**src/rtl/kf_bus_arbiter_pkg.sv**
```systemverilog
// Shared types and constants for the KF bus arbiter: FSM states, the control
// bundle sent to the bus controller, and the state-to-outputs decode.
package kf_bus_arbiter_pkg;

    localparam int CNT_W  = 4;
    localparam int HOLD_W = 16;

    localparam logic [2:0] PASSIVE_STATUS = 3'b111;

    typedef enum logic [2:0] {
        IDLE      = 3'd0,
        WAIT_IDLE = 3'd1,
        SETTLE    = 3'd2,
        GRANT     = 3'd3,
        RELEASE   = 3'd4
    } arb_state_t;

    typedef struct packed {
        logic hlda;
        logic aen_n;
        logic cen;
        logic rdy;
    } arb_ctl_t;

    // The CPU side keeps the bus in IDLE and WAIT_IDLE. It is floated whenever
    // the DMA owns the bus or is taking it over.
    function automatic arb_ctl_t decode_ctl(input arb_state_t st);
        arb_ctl_t ctl;
        ctl = '{hlda: 1'b0, aen_n: 1'b1, cen: 1'b1, rdy: 1'b1};
        unique case (st)
            SETTLE, RELEASE: ctl = '{hlda: 1'b0, aen_n: 1'b0, cen: 1'b0, rdy: 1'b0};
            GRANT:           ctl = '{hlda: 1'b1, aen_n: 1'b0, cen: 1'b0, rdy: 1'b0};
            default:         ctl = '{hlda: 1'b0, aen_n: 1'b1, cen: 1'b1, rdy: 1'b1};
        endcase
        return ctl;
    endfunction

endpackage

```
**src/rtl/kf_clock_edge_detect.sv**
```systemverilog
// Edge detector for a slow clock that is sampled as data on the fast clock.
// Each output is a single-cycle pulse in the fast clock domain.
module kf_clock_edge_detect (
    input  logic clock_i,
    input  logic reset_n_i,
    input  logic signal_i,
    output logic posedge_o,
    output logic negedge_o
);

    logic prev_q;

    always_ff @(posedge clock_i or negedge reset_n_i) begin
        if (!reset_n_i) begin
            prev_q <= 1'b0;
        end else begin
            prev_q <= signal_i;
        end
    end

    assign posedge_o = ~prev_q & signal_i;
    assign negedge_o = prev_q & ~signal_i;

endmodule

```
**src/rtl/kf_bus_arbiter.sv**
```systemverilog
// Hands the system bus between the CPU (through the bus controller) and the DMA.
// Optional hold watchdog is enabled by defining KF_BUS_ARBITER_WATCHDOG_EN.
module kf_bus_arbiter
    import kf_bus_arbiter_pkg::*;
#(
    parameter int SETTLE_CYCLES   = 2,
    parameter int RELEASE_CYCLES  = 1,
    parameter int MAX_HOLD_CYCLES = 255
) (
    input  logic       clock,
    input  logic       reset_n,
    input  logic       cpu_clock,
    input  logic [2:0] processor_status,
    input  logic       lock_n,
    input  logic       hold_request,
    output logic       hold_acknowledge,
    output logic       address_enable_n,
    output logic       command_enable,
    output logic       cpu_ready,
    output logic       timeout
);

    if (SETTLE_CYCLES < 1 || SETTLE_CYCLES > 15 || RELEASE_CYCLES < 1 || RELEASE_CYCLES > 15 ||
        MAX_HOLD_CYCLES < 1 || MAX_HOLD_CYCLES > 65535) begin : g_bad_param
        $error("kf_bus_arbiter: parameter out of range");
    end

    localparam logic [CNT_W-1:0] SETTLE_INIT  = CNT_W'(SETTLE_CYCLES - 1);
    localparam logic [CNT_W-1:0] RELEASE_INIT = CNT_W'(RELEASE_CYCLES - 1);

    logic       cpu_pos;
    arb_state_t state_q, state_d;
    logic [CNT_W-1:0] cnt_q, cnt_d;
    arb_ctl_t   ctl_q;
    logic       rearm_ok;

    kf_clock_edge_detect u_cpu_clock_edge (
        .clock_i   (clock),
        .reset_n_i (reset_n),
        .signal_i  (cpu_clock),
        .posedge_o (cpu_pos),
        .negedge_o ()
    );

`ifdef KF_BUS_ARBITER_WATCHDOG_EN
    localparam logic [HOLD_W-1:0] HOLD_LAST = HOLD_W'(MAX_HOLD_CYCLES - 1);

    logic [HOLD_W-1:0] hold_q, hold_d;
    logic              timeout_q, timeout_d;
    logic              block_q, block_d;

    // After a watchdog release the requester must drop HRQ once before it can win again.
    assign rearm_ok = ~block_q;
    assign timeout  = timeout_q;
`else
    assign rearm_ok = 1'b1;
    assign timeout  = 1'b0;
`endif

    always_comb begin
        state_d = state_q;
        cnt_d   = cnt_q;
`ifdef KF_BUS_ARBITER_WATCHDOG_EN
        hold_d    = hold_q;
        timeout_d = timeout_q;
        block_d   = block_q;
        if (cpu_pos && !hold_request) begin
            block_d = 1'b0;
        end
`endif
        if (cpu_pos) begin
            unique case (state_q)
                IDLE: begin
                    if (hold_request && rearm_ok) begin
                        state_d = WAIT_IDLE;
                    end
                end
                WAIT_IDLE: begin
                    if (!hold_request) begin
                        state_d = IDLE;
                    end else if (processor_status == PASSIVE_STATUS && lock_n) begin
                        state_d = SETTLE;
                        cnt_d   = SETTLE_INIT;
                    end
                end
                SETTLE: begin
                    if (!hold_request) begin
                        state_d = RELEASE;
                        cnt_d   = RELEASE_INIT;
                    end else if (cnt_q == '0) begin
                        state_d = GRANT;
`ifdef KF_BUS_ARBITER_WATCHDOG_EN
                        hold_d    = '0;
                        timeout_d = 1'b0;
`endif
                    end else begin
                        cnt_d = cnt_q - 1'b1;
                    end
                end
                GRANT: begin
                    if (!hold_request) begin
                        state_d = RELEASE;
                        cnt_d   = RELEASE_INIT;
`ifdef KF_BUS_ARBITER_WATCHDOG_EN
                    end else if (hold_q == HOLD_LAST) begin
                        state_d   = RELEASE;
                        cnt_d     = RELEASE_INIT;
                        timeout_d = 1'b1;
                        block_d   = 1'b1;
                    end else begin
                        hold_d = hold_q + 1'b1;
`endif
                    end
                end
                RELEASE: begin
                    if (cnt_q == '0) begin
                        state_d = IDLE;
                    end else begin
                        cnt_d = cnt_q - 1'b1;
                    end
                end
                default: state_d = IDLE;
            endcase
        end
    end

    // Outputs are registered from the next state so they move on the same edge as the FSM.
    always_ff @(posedge clock or negedge reset_n) begin
        if (!reset_n) begin
            state_q <= IDLE;
            cnt_q   <= '0;
            ctl_q   <= decode_ctl(IDLE);
        end else begin
            state_q <= state_d;
            cnt_q   <= cnt_d;
            ctl_q   <= decode_ctl(state_d);
        end
    end

`ifdef KF_BUS_ARBITER_WATCHDOG_EN
    always_ff @(posedge clock or negedge reset_n) begin
        if (!reset_n) begin
            hold_q    <= '0;
            timeout_q <= 1'b0;
            block_q   <= 1'b0;
        end else begin
            hold_q    <= hold_d;
            timeout_q <= timeout_d;
            block_q   <= block_d;
        end
    end
`endif

    assign hold_acknowledge = ctl_q.hlda;
    assign address_enable_n = ctl_q.aen_n;
    assign command_enable   = ctl_q.cen;
    assign cpu_ready        = ctl_q.rdy;

endmodule

```
**config.mk**
```make
export PLATFORM = sky130hd
export DESIGN_NAME = kf_bus_arbiter
export DESIGN_NICKNAME = d
export VERILOG_FILES = /design/src/rtl/kf_bus_arbiter_pkg.sv /design/src/rtl/kf_clock_edge_detect.sv /design/src/rtl/kf_bus_arbiter.sv
export SDC_FILE = /design/constraint.sdc
export NUM_CORES = 1
export LEC_CHECK = 0
export ABC_AREA = 1
export ABC_CLOCK_PERIOD_IN_PS = 3400
export BUFFER_PORTS_ARGS = -buffer_cell sky130_fd_sc_hd__buf_2
export CELL_PAD_IN_SITES_DETAIL_PLACEMENT = 0
export CELL_PAD_IN_SITES_GLOBAL_PLACEMENT = 2
export CORE_UTILIZATION = 31
export CTS_CLUSTER_DIAMETER = 120
export DETAILED_ROUTE_END_ITERATION = 16
export PLACE_DENSITY_LB_ADDON = 0.1
export SYNTH_ARGS = -nofsm -noshare
export SYNTH_HDL_FRONTEND = slang
export SYNTH_HIERARCHICAL = 1
export SYNTH_SLANG_ARGS = --single-unit
```
**constraint.sdc**
```tcl
create_clock -name clock -period 3.4 [get_ports clock]
set_input_delay 0.51 -clock clock [delete_from_list [all_inputs] [get_ports clock]]
set_output_delay 0.51 -clock clock [all_outputs]
set_load 0.01 [all_outputs]
```
==> results of run 1 <==
## routing by layer
| metal | share of wire | global-route usage | routed length (um) | up-vias |
|---|---|---|---|---|
| met2 | 0.49 | 0.240 | 761 | 8 |
| met5 | 0 | 0 | 0 | - |
| met4 | 0.0051 | 0.0556 | 8 | 0 |
| met3 | 0.029 | 0.0298 | 45 | 2 |
| li1 | - | - | - | 357 |
| met1 | 0.48 | 0.191 | 747 | 311 |
## power groups by stage
| stage | Sequential, mW | Combinational [mW] | Clock (mW) |
|---|---|---|---|
| final | 0.172 | 0.248 | 0.106 |
| after global routing | 0.175 | 0.288 | 0.113 |
| after CTS | 0.171 | 0.251 | 0.111 |
| after detailed placement | 0.173 | 0.249 | 0 |
| after global placement | 0.174 | 0.254 | 0 |
| after floorplan | 0.168 | 0.203 | 0 |
## worst paths after layout
path,from,cells past startpoint,endpoint,slack [ns]
max,cnt_q[0],9,cnt_q[1],1.91
min,reset_n,1,cnt_q[1],0.09
max in group asynchronous,reset_n,1,address_enable_n,3.05
max reg2reg,cnt_q[0],9,cnt_q[1],1.91
min reg2reg,cnt_q[0],2,cnt_q[0],0.49
min in group clock,cpu_clock,1,u_cpu_clock_edge/prev_q,0.37
## sequential cells by signal, indices dropped and copies added (netlist names)
register and flops:
address_enable_n 1, cnt_q 4, hold_acknowledge 1, state_q 3, u_cpu_clock_edge/prev_q 1
## area by class of cell
type	instances	area, um^2	area share
sequential	10	251	0.298
timing repair buffer	11	55.1	0.0652
tap	28	35.0	0.0415
multi-input combinational	79	395	0.468
inverter	19	71.3	0.0844
clock buffer	4	36.3	0.0430
## worst reg2reg max path: stages (launching register included)
cell and delay [ns]:
dfrtp_1 0.38, inv_1 0.11, ha_1 0.23, nand3_2 0.17, o21ai_0 0.18, inv_1 0.07, nand3_1 0.06, nand2_1 0.07
nand2_1 0.06, nand2_1 0.04
## through the flow
stage               instance area (um^2)  total power [mW]
CTS                                  845             0.533
floorplan                            741             0.371
global placement                     808             0.428
global route                         845             0.576
detailed placement                   808             0.422
finish                               845             0.526
==> flow_metrics.py, run 1 <==
metrics = {
    "clocking": {
        "clk_pin_slew_worst_paths_ns": 0.07,
        "clock_tree.root_cell": "clkbuf_4",
        "cts_buffer_depth": 2,
        "cts_resized": 0,
        "cts_tree": "yes",
        "cts_buffers": 3,
        "clk_latency_ns": 0.26,
        "h-tree-depth": 1,
        "holdBufCountCts": 0,
        "cts.sinks": 10,
        "cts_post_setup_buffers_inserted": 0,
    },
    "power": {
        "ir_worst_vdd_uv": 274,
        "power_switching_uw": 224,
        "internal_power_uw": 301,
        "sw_frac_of_total": 0.427,
        "comb_power_share": 0.472,
        "pwr-share-seq": 0.327,
        "pwr-share-clk": 0.201,
        "leakage_nw": 0.462,
        "p_per_area_nw_per_um2": 622,
    },
    "floorplan": {
        "core_um2": 2230,
        "die_area_um2": 2590,
        "die_y_um": 50.9,
        "start_util": 0.332,
        "rows": 17,
        "die_x_um": 50.9,
        "io_pins": 13,
    },
    "critical_path": {
        "arrival_ns": 1.65,
        "crit_type": "flip-flop to flip-flop",
        "critPathSlowestCell": "dfrtp_1",
        "path_cells": "inv_1, ha_1, nand3_2, o21ai_0, inv_1, nand3_1, nand2_1, nand2_1, nand2_1",
        "crit_path_end_kind": "flip-flop",
        "max_stage_delay_ns": 0.38,
        "cp_num_buf_inv": 2,
        "required_ns": 3.56,
        "cp_top_family": "simple AND/OR/NAND/NOR gates",
        "cp_common_cell": "nand2_1",
        "worst_setup_path_start_kind": "flip-flop",
        "cp_max_fo": 7,
    },
    "timing": {
        "finalSetupViolations": 0,
        "rsz0062_at_grt": "no",
        "whs_ns": 0.0937,
        "fin_crit_ns": 1.49,
        "finClkSkew_ns": 0.00473,
        "max_freq_ghz": 0.672,
        "fin_crit_sh": 0.437,
        "finalSetupTns_ns": 0,
        "drv_slew": 0,
        "hold_violations": 0,
        "setup_ws_ns": 1.91,
    },
    "job": {
        "timing.max_cap.violations": 0,
    },
    "global_route": {
        "antenna_found_initial": 0,
        "grt_pass1_vias": 652,
        "grt_remaining_overflow": 0,
        "track_usage": 0.147,
        "grt_first_pass_wirelength_mm": 2.81,
        "grt_max_degree": 11,
    },
    "route": {
        "drtIter0Drc": 12,
        "wl_mm": 1.56,
        "drc": 0,
        "vias_per_cell": 4.49,
        "ant_nets": 0,
        "drt_pass1_iterations": 4,
        "drt-wirelength-per-cell_um": 10.4,
        "route.vias.total": 678,
    },
    "placement": {
        "pre_cts_ws_ns": 1.73,
        "dp.cells": 147,
        "hpwl_mm": 1.30,
        "place.gp.congestion": 0.762,
        "port_buffers": 11,
    },
    "min_path": {
        "hold_path_class": "input pin to async pin",
    },
    "finish": {
        "nNetsFinal": 133,
        "utilization": 0.378,
        "layout-drive-gt1-share": 0.236,
        "layout_common_cells": "nand2_1, inv_1, nor2_1, buf_2, dfrtp_1",
        "fin_cells": 151,
        "num_antenna_cells": 0,
        "mostFrequentLayoutCell": "nand2_1",
        "fillers": 253,
        "syn_to_final_growth_pct": 14.0,
    },
    "outcome": {
        "status": "finished, final reports clean",
    },
    "synth": {
        "syn_area_per_cell_um2": 6.67,
        "syn-cell-area_um2": 741,
        "netlist_instances": 111,
        "synth_nets": 120,
        "yosys_warnings": 6,
    },
}
Note: power is estimated with default switching activity, not from simulation.
==> run 2: changes to the inputs <==
--- a/config.mk
+++ b/config.mk
@@ -6,11 +6,11 @@
 export NUM_CORES = 1
 export LEC_CHECK = 0
 export ABC_AREA = 1
-export ABC_CLOCK_PERIOD_IN_PS = 3400
+export ABC_CLOCK_PERIOD_IN_PS = 1200
 export BUFFER_PORTS_ARGS = -buffer_cell sky130_fd_sc_hd__buf_2
 export CELL_PAD_IN_SITES_DETAIL_PLACEMENT = 0
 export CELL_PAD_IN_SITES_GLOBAL_PLACEMENT = 2
-export CORE_UTILIZATION = 31
+export CORE_UTILIZATION = 26
 export CTS_CLUSTER_DIAMETER = 120
 export DETAILED_ROUTE_END_ITERATION = 16
 export PLACE_DENSITY_LB_ADDON = 0.1
==> constraint.sdc (replaced) <==
create_clock -name clock -period 1.2 [get_ports clock]
set_input_delay 0.18 -clock clock [delete_from_list [all_inputs] [get_ports clock]]
set_output_delay 0.18 -clock clock [all_outputs]
set_load 0.01 [all_outputs]
==> run 2 against run 1 <==
Net effect: the flow now finishes with violations (negative setup slack); first-iteration DRC count decreased by 33%; core utilization increased by 8.0 points; sequential power increased to 2.9 times the previous value; non-clock buffer count increased by 32; sequential share of layout area decreased by 8.3 points.
==> flow_metrics.py, run 2 (synthesis gave the netlist of run 1 again) <==
metrics = {
    "power": {
        "power_mw": 2.22,
        "ir_worst_vdd_uv": 1010,
        "leakage_nw": 0.620,
        "p_per_area_nw_per_um2": 1870,
        "pwr-share-clk": 0.137,
        "power_switching_uw": 877,
        "sw_frac_of_total": 0.395,
        "internal_power_mw": 1.34,
        "comb_power_share": 0.637,
        "pwr-share-seq": 0.225,
    },
    "outcome": {
        "violations": "negative setup slack",
        "status": "finished with violations",
    },
    "global_route": {
        "antenna_found_initial": 0,
        "grt_remaining_overflow": 0,
        "grt_first_pass_wirelength_mm": 3.35,
        "track_usage": 0.138,
        "busiest_layer": "met2",
        "grt_pass1_vias": 813,
        "use_met3": 0.0234,
        "grt_use_met2": 0.219,
        "met1_usage": 0.185,
        "grt_max_degree": 11,
    },
    "route": {
        "drt-wirelength-per-cell_um": 10.1,
        "wl_mm": 1.87,
        "drt_pass1_iterations": 4,
        "drtIter0Drc": 8,
        "ant_nets": 0,
        "vias_per_cell": 4.27,
        "route.vias.total": 790,
        "drc": 0,
    },
    "critical_path": {
        "cp_max_fo": 2,
        "required_ns": 1.39,
        "path_cells": "inv_2, buf_4, buf_4, buf_4, nand3_1, xor2_1, o21ai_1, o22ai_1",
        "worst_setup_path_start_kind": "flip-flop",
        "max_stage_delay_ns": 0.36,
        "crit_path_end_kind": "flip-flop",
        "cp_common_cell": "buf_4",
        "critPathSlowestCell": "dfrtp_1",
        "arrival_ns": 1.51,
        "crit_type": "flip-flop to flip-flop",
    },
    "timing": {
        "hold_violations": 0,
        "finClkSkew_ns": 0.00458,
        "fin_crit_sh": 1.10,
        "max_freq_ghz": 0.756,
        "finalSetupViolations": 6,
        "setup_ws_ns": -0.122,
        "rsz0062_at_grt": "yes",
        "fin_crit_ns": 1.32,
        "drv_slew": 0,
        "whs_ns": 0.0367,
    },
    "finish": {
        "top_regs": "cnt_q x4, state_q x3",
        "syn_to_final_growth_pct": 60.3,
        "largest_reg_flops": 4,
        "nNetsFinal": 165,
        "fillers": 272,
        "mostFrequentLayoutCell": "buf_4",
        "regMostFlops": "cnt_q",
        "layout-drive-gt1-share": 0.574,
        "layout_common_cells": "buf_4, nand2_1, buf_2",
        "fin_cells": 185,
        "final_area_um2": 1190,
        "num_antenna_cells": 0,
    },
    "floorplan": {
        "core_um2": 2590,
        "rows": 18,
        "die_x_um": 55.4,
        "die_area_um2": 3070,
        "die_y_um": 55.4,
        "io_pins": 13,
        "start_util": 0.286,
    },
    "clocking": {
        "clock_tree.root_cell": "clkbuf_4",
        "cts_buffers": 3,
        "clk_latency_ns": 0.26,
        "clk_pin_slew_worst_paths_ns": 0.07,
        "cts_buffer_depth": 2,
        "h-tree-depth": 1,
        "cts_tree": "yes",
        "cts.sinks": 10,
    },
    "min_path": {
        "hold_path_class": "input pin to flip-flop",
    },
    "job": {
        "timing.max_cap.violations": 0,
    },
    "placement": {
        "place.gp.congestion": 0.742,
        "dpl_cell_area_um2": 983,
        "dp.cells": 169,
        "port_buffers": 11,
        "pre_cts_ws_ns": -0.153,
        "hpwl_mm": 1.43,
    },
}
-- run 2: cell type report --
type                    instances  area, um^2  area share
multi-input cells              79         483       0.407
flip-flops and latches         10         255       0.215
inverters                      19        73.8      0.0622
well taps                      30        37.5      0.0316
repair buffers                 43         302       0.254
clock buffers                   4        36.3      0.0306
-- run 2: routing by layer --
metal,vias to the layer above,part of all wire
met5,-,0
met1,355,0.51
li1,421,-
met2,12,0.46
met4,0,0.0053
met3,2,0.026
-- run 2: what timing repair did --
action | CTS | global route
pin swaps | 8 | 12
endpoints found under the hold margin | 9 | 0
gates cloned | 0 | 0
hold buffers | 1 | 0
endpoints found under the setup margin | 7 | 8
setup buffers | 6 | 5
resized for setup | 7 | 23
-- run 2: path summary, 6_finish.rpt --
path | startpoint | end | slack [ns] | cells past startpoint
worst max register to register | cnt_q[0] | cnt_q[3] | -0.12 | 8
worst min-delay path | cpu_clock | u_cpu_clock_edge/prev_q | 0.04 | 1
worst max-delay path | cnt_q[0] | cnt_q[3] | -0.12 | 8
worst min register to register | cnt_q[0] | cnt_q[0] | 0.68 | 4
min in group asynchronous | reset_n | cnt_q[1] | 0.30 | 2
max in group asynchronous | reset_n | address_enable_n | 0.65 | 2
-- run 2: stage by stage --
| step | TNS, ns | util |
|---|---|---|
| detailed placement | -0.758 | 0.380 |
| CTS | -0.599 | 0.423 |
| finish | -0.626 | 0.458 |
| global placement | -0.911 | 0.380 |
| global route | -1.31 | 0.458 |
| floorplan | -0.00179 | - |
-- run 2: worst max-delay path, delay by kind of cell, from the launching register on --
kind,cells,cell delay (ns)
buf+inv,4,0.42
simple gates,1,0.09
flops,1,0.36
compound gates,2,0.22
xor+xnor,1,0.15
-- run 2: power groups by stage --
stage | clock network, mW | logic, mW | registers (mW)
2_1_floorplan | 0 | 0.656 | 0.481
3_3_place_gp | 0 | 1.09 | 0.490
3_5_place_dp | 0 | 1.09 | 0.487
4_1_cts | 0.323 | 1.24 | 0.483
5_1_grt | 0.340 | 1.58 | 0.508
6_report | 0.305 | 1.42 | 0.501
==> run 3: changes to the inputs <==
--- a/config.mk
+++ b/config.mk
@@ -10,11 +10,11 @@
 export BUFFER_PORTS_ARGS = -buffer_cell sky130_fd_sc_hd__buf_2
 export CELL_PAD_IN_SITES_DETAIL_PLACEMENT = 0
 export CELL_PAD_IN_SITES_GLOBAL_PLACEMENT = 2
-export CORE_UTILIZATION = 26
+export CORE_UTILIZATION = 27
 export CTS_CLUSTER_DIAMETER = 120
 export DETAILED_ROUTE_END_ITERATION = 16
+export GPL_ROUTABILITY_DRIVEN = 1
 export PLACE_DENSITY_LB_ADDON = 0.1
 export SYNTH_ARGS = -nofsm -noshare
 export SYNTH_HDL_FRONTEND = slang
-export SYNTH_HIERARCHICAL = 1
 export SYNTH_SLANG_ARGS = --single-unit
==> run 3 against run 2 <==
Net effect: the flow still finishes with violations (negative setup slack); die area increased by 3.5%; routed wire length up 3.8%; worst setup slack improved by 0.030 ns; cell count did not move; largest power group unchanged.
==> flow_metrics.py, run 3 <==
metrics = {
    "synth": {
        "synth-seq-cells": 10,
        "synth_nets": 125,
        "synthTopCellsByCount": "nand2_1, inv_1, nor2_1, dfrtp_1, inv_2",
        "yosys_warnings": 0,
        "netlist_instances": 116,
        "synthSimpleGateAreaFrac": 0.432,
        "ys_types": 22,
        "synth_area_leaders": "dfrtp_1, nand2_1, inv_1",
        "muxShareOfSynthArea": 0,
        "synth_xor_area_frac": 0.0330,
        "synth_edf_count": 0,
        "synthAdderAreaFrac": 0.0157,
        "synth_top_family_by_area": "simple AND/OR/NAND/NOR gates",
        "syn_area_per_cell_um2": 6.87,
        "synth_top_area_share": 0.283,
        "synth-compound-area-share": 0.0534,
        "async_flop_share": 1.00,
        "post-synth-top-count-cell": "nand2_1",
        "yosys_most_used_dff": "dfrtp_1",
        "synth_top_area_cell": "dfrtp_1",
        "synth-seq-area-share": 0.316,
        "syn-cell-area_um2": 797,
    },
    "critical_path": {
        "path_cells": "inv_2, ha_4, nand3_4, o21ai_1, inv_1, nand3_1, nand2_1, nand2_1, nand2_1",
        "max_stage_delay_ns": 0.39,
        "r2r_slack_ns": -0.09,
        "crit_path_end_kind": "flip-flop",
        "critPathCapture": "cnt_q[1]",
        "critPathSlowestCell": "dfrtp_1",
        "cp_max_fo": 8,
        "ff2ff_path_depth": 9,
        "cp_num_buf_inv": 2,
        "cp_top_family": "flip-flops",
        "required_ns": 1.37,
        "crit_type": "flip-flop to flip-flop",
        "cp-startpoint": "cnt_q[1]",
        "cp.depth": 9,
        "worst_setup_path_start_kind": "flip-flop",
        "cp_common_cell": "nand2_1",
        "rr_endpoint": "cnt_q[1]",
        "arrival_ns": 1.46,
        "reg2reg_from": "cnt_q[1]",
    },
    "floorplan": {
        "die_y_um": 56.3,
        "core_um2": 2780,
        "io_pins": 13,
        "die_area_um2": 3170,
        "die_x_um": 56.3,
        "rows": 19,
        "start_util": 0.287,
    },
    "finish": {
        "largest_reg_flops": 4,
        "utilization": 0.433,
        "num_antenna_cells": 0,
        "syn_to_final_growth_pct": 51.0,
        "top_regs": "cnt_q x4, state_q x3",
        "layout-drive-gt1-share": 0.565,
        "layout_common_cells": "nand2_1, buf_4, inv_1, buf_2, inv_2",
        "nNetsFinal": 164,
        "regMostFlops": "cnt_q",
        "mostFrequentLayoutCell": "nand2_1",
    },
    "timing": {
        "whs_ns": 0.0371,
        "finClkSkew_ns": 0.000624,
        "rsz0062_at_grt": "yes",
        "finalSetupViolations": 7,
        "drv_slew": 0,
        "hold_violations": 0,
        "max_freq_ghz": 0.774,
        "fin_crit_sh": 1.08,
        "setup_ws_ns": -0.0918,
        "fin_crit_ns": 1.29,
    },
    "global_route": {
        "grt_remaining_overflow": 0,
        "track_usage": 0.147,
        "grt_max_degree": 11,
        "antenna_found_initial": 0,
        "grt_pass1_vias": 803,
        "grt_first_pass_wirelength_mm": 3.49,
    },
    "clocking": {
        "clk_pin_slew_worst_paths_ns": 0.07,
        "clk_latency_ns": 0.27,
        "cts_buffers": 3,
        "cts_buffer_depth": 2,
        "clock_tree.root_cell": "clkbuf_4",
        "cts.sinks": 10,
        "cts_tree": "yes",
        "h-tree-depth": 1,
    },
    "route": {
        "drc": 0,
        "route.vias.total": 789,
        "drt-wirelength-per-cell_um": 10.5,
        "drtIter0Drc": 9,
        "wl_mm": 1.94,
        "vias_per_cell": 4.26,
        "drt_pass1_iterations": 4,
        "ant_nets": 0,
    },
    "power": {
        "pwr-share-seq": 0.210,
        "leakage_nw": 0.629,
        "sw_frac_of_total": 0.430,
        "comb_power_share": 0.664,
        "internal_power_mw": 1.41,
        "power_switching_mw": 1.07,
        "p_per_area_nw_per_um2": 2060,
        "ir_worst_vdd_uv": 1380,
        "pwr-share-clk": 0.126,
    },
    "job": {
        "timing.max_cap.violations": 0,
    },
    "placement": {
        "hpwl_mm": 1.51,
        "place.gp.congestion": 0.736,
        "port_buffers": 11,
    },
    "outcome": {
        "status": "finished with violations",
        "violations": "negative setup slack",
    },
    "min_path": {
        "hold_path_class": "input pin to flip-flop",
    },
}
run 3: layout make-up:
| type | count | area, um^2 |
|---|---|---|
| Fill cell | 291 | 1580 |
| Multi-Input combinational cell | 80 | 519 |
| Timing Repair Buffer | 38 | 268 |
| Sequential cell | 10 | 254 |
| Inverter | 22 | 87.6 |
| Tap cell | 31 | 38.8 |
| Clock buffer | 4 | 36.3 |
run 3: repair_timing:
action,in CTS,in global routing
pin swaps,7,11
resized for setup,17,11
hold endpoints to repair,9,0
hold buffers,1,0
gates cloned,0,0
buffers inserted,6,4
endpoints found under the setup margin,7,8
run 3: through the flow:
step                      instances  setup WS (ns)  setup TNS, ns  power [mW]  cell area, um^2
final                           185        -0.0918         -0.472        2.48             1200
after global routing            185         -0.203          -1.17        2.73             1200
after CTS                       182        -0.0734         -0.412        2.36             1150
after detailed placement        171         -0.141         -0.539        1.81             1000
after global placement          171         -0.140         -0.639        1.83             1000
after floorplan                 116       0.000514              0        1.39              817
run 3: power groups by stage:
stage	sequential [mW]	combinational (mW)	clock (mW)
after floorplan	0.526	0.867	0
after global placement	0.515	1.32	0
after detailed placement	0.511	1.30	0
after CTS	0.509	1.53	0.326
after global routing	0.540	1.84	0.350
final	0.521	1.65	0.312
run 3: worst register-to-register path: stages, from the launching register on:
cell and delay, ns:
dfrtp_1 0.39, inv_2 0.08, ha_4 0.15, nand3_4 0.13, o21ai_1 0.17, inv_1 0.06, nand3_1 0.06, nand2_1 0.06
nand2_1 0.05, nand2_1 0.04
run 3: worst min-delay path by stage:
stage	startpoint	endpoint	slack [ns]	cells after the start
after floorplan	reset_n	cnt_q[0]	-0.12	0
after global placement	reset_n	cnt_q[2]	0.05	1
after detailed placement	reset_n	cnt_q[0]	0.06	1
after CTS	cpu_clock	u_cpu_clock_edge.prev_q	0.03	1
after global routing	cpu_clock	u_cpu_clock_edge.prev_q	0.02	1
final	cpu_clock	u_cpu_clock_edge.prev_q	0.04	1
run 3: logic make-up after synthesis:
logic type               Yosys count
AND/OR/NAND/NOR                   68
buffers and inverters             26
flip-flops                        10
AO/OA/AOI/OAI                      7
XOR/XNOR                           3
adder cells (fa/ha/maj)            1
other                              1
run 3: metal layers:
layer	wire [um]	global-route usage	vias up	share of wire
met5	0	0	-	0
met4	0	0.0627	0	0
met3	24	0.0300	0	0.012
met2	1070	0.264	6	0.55
met1	848	0.168	363	0.44
li1	-	-	420	-
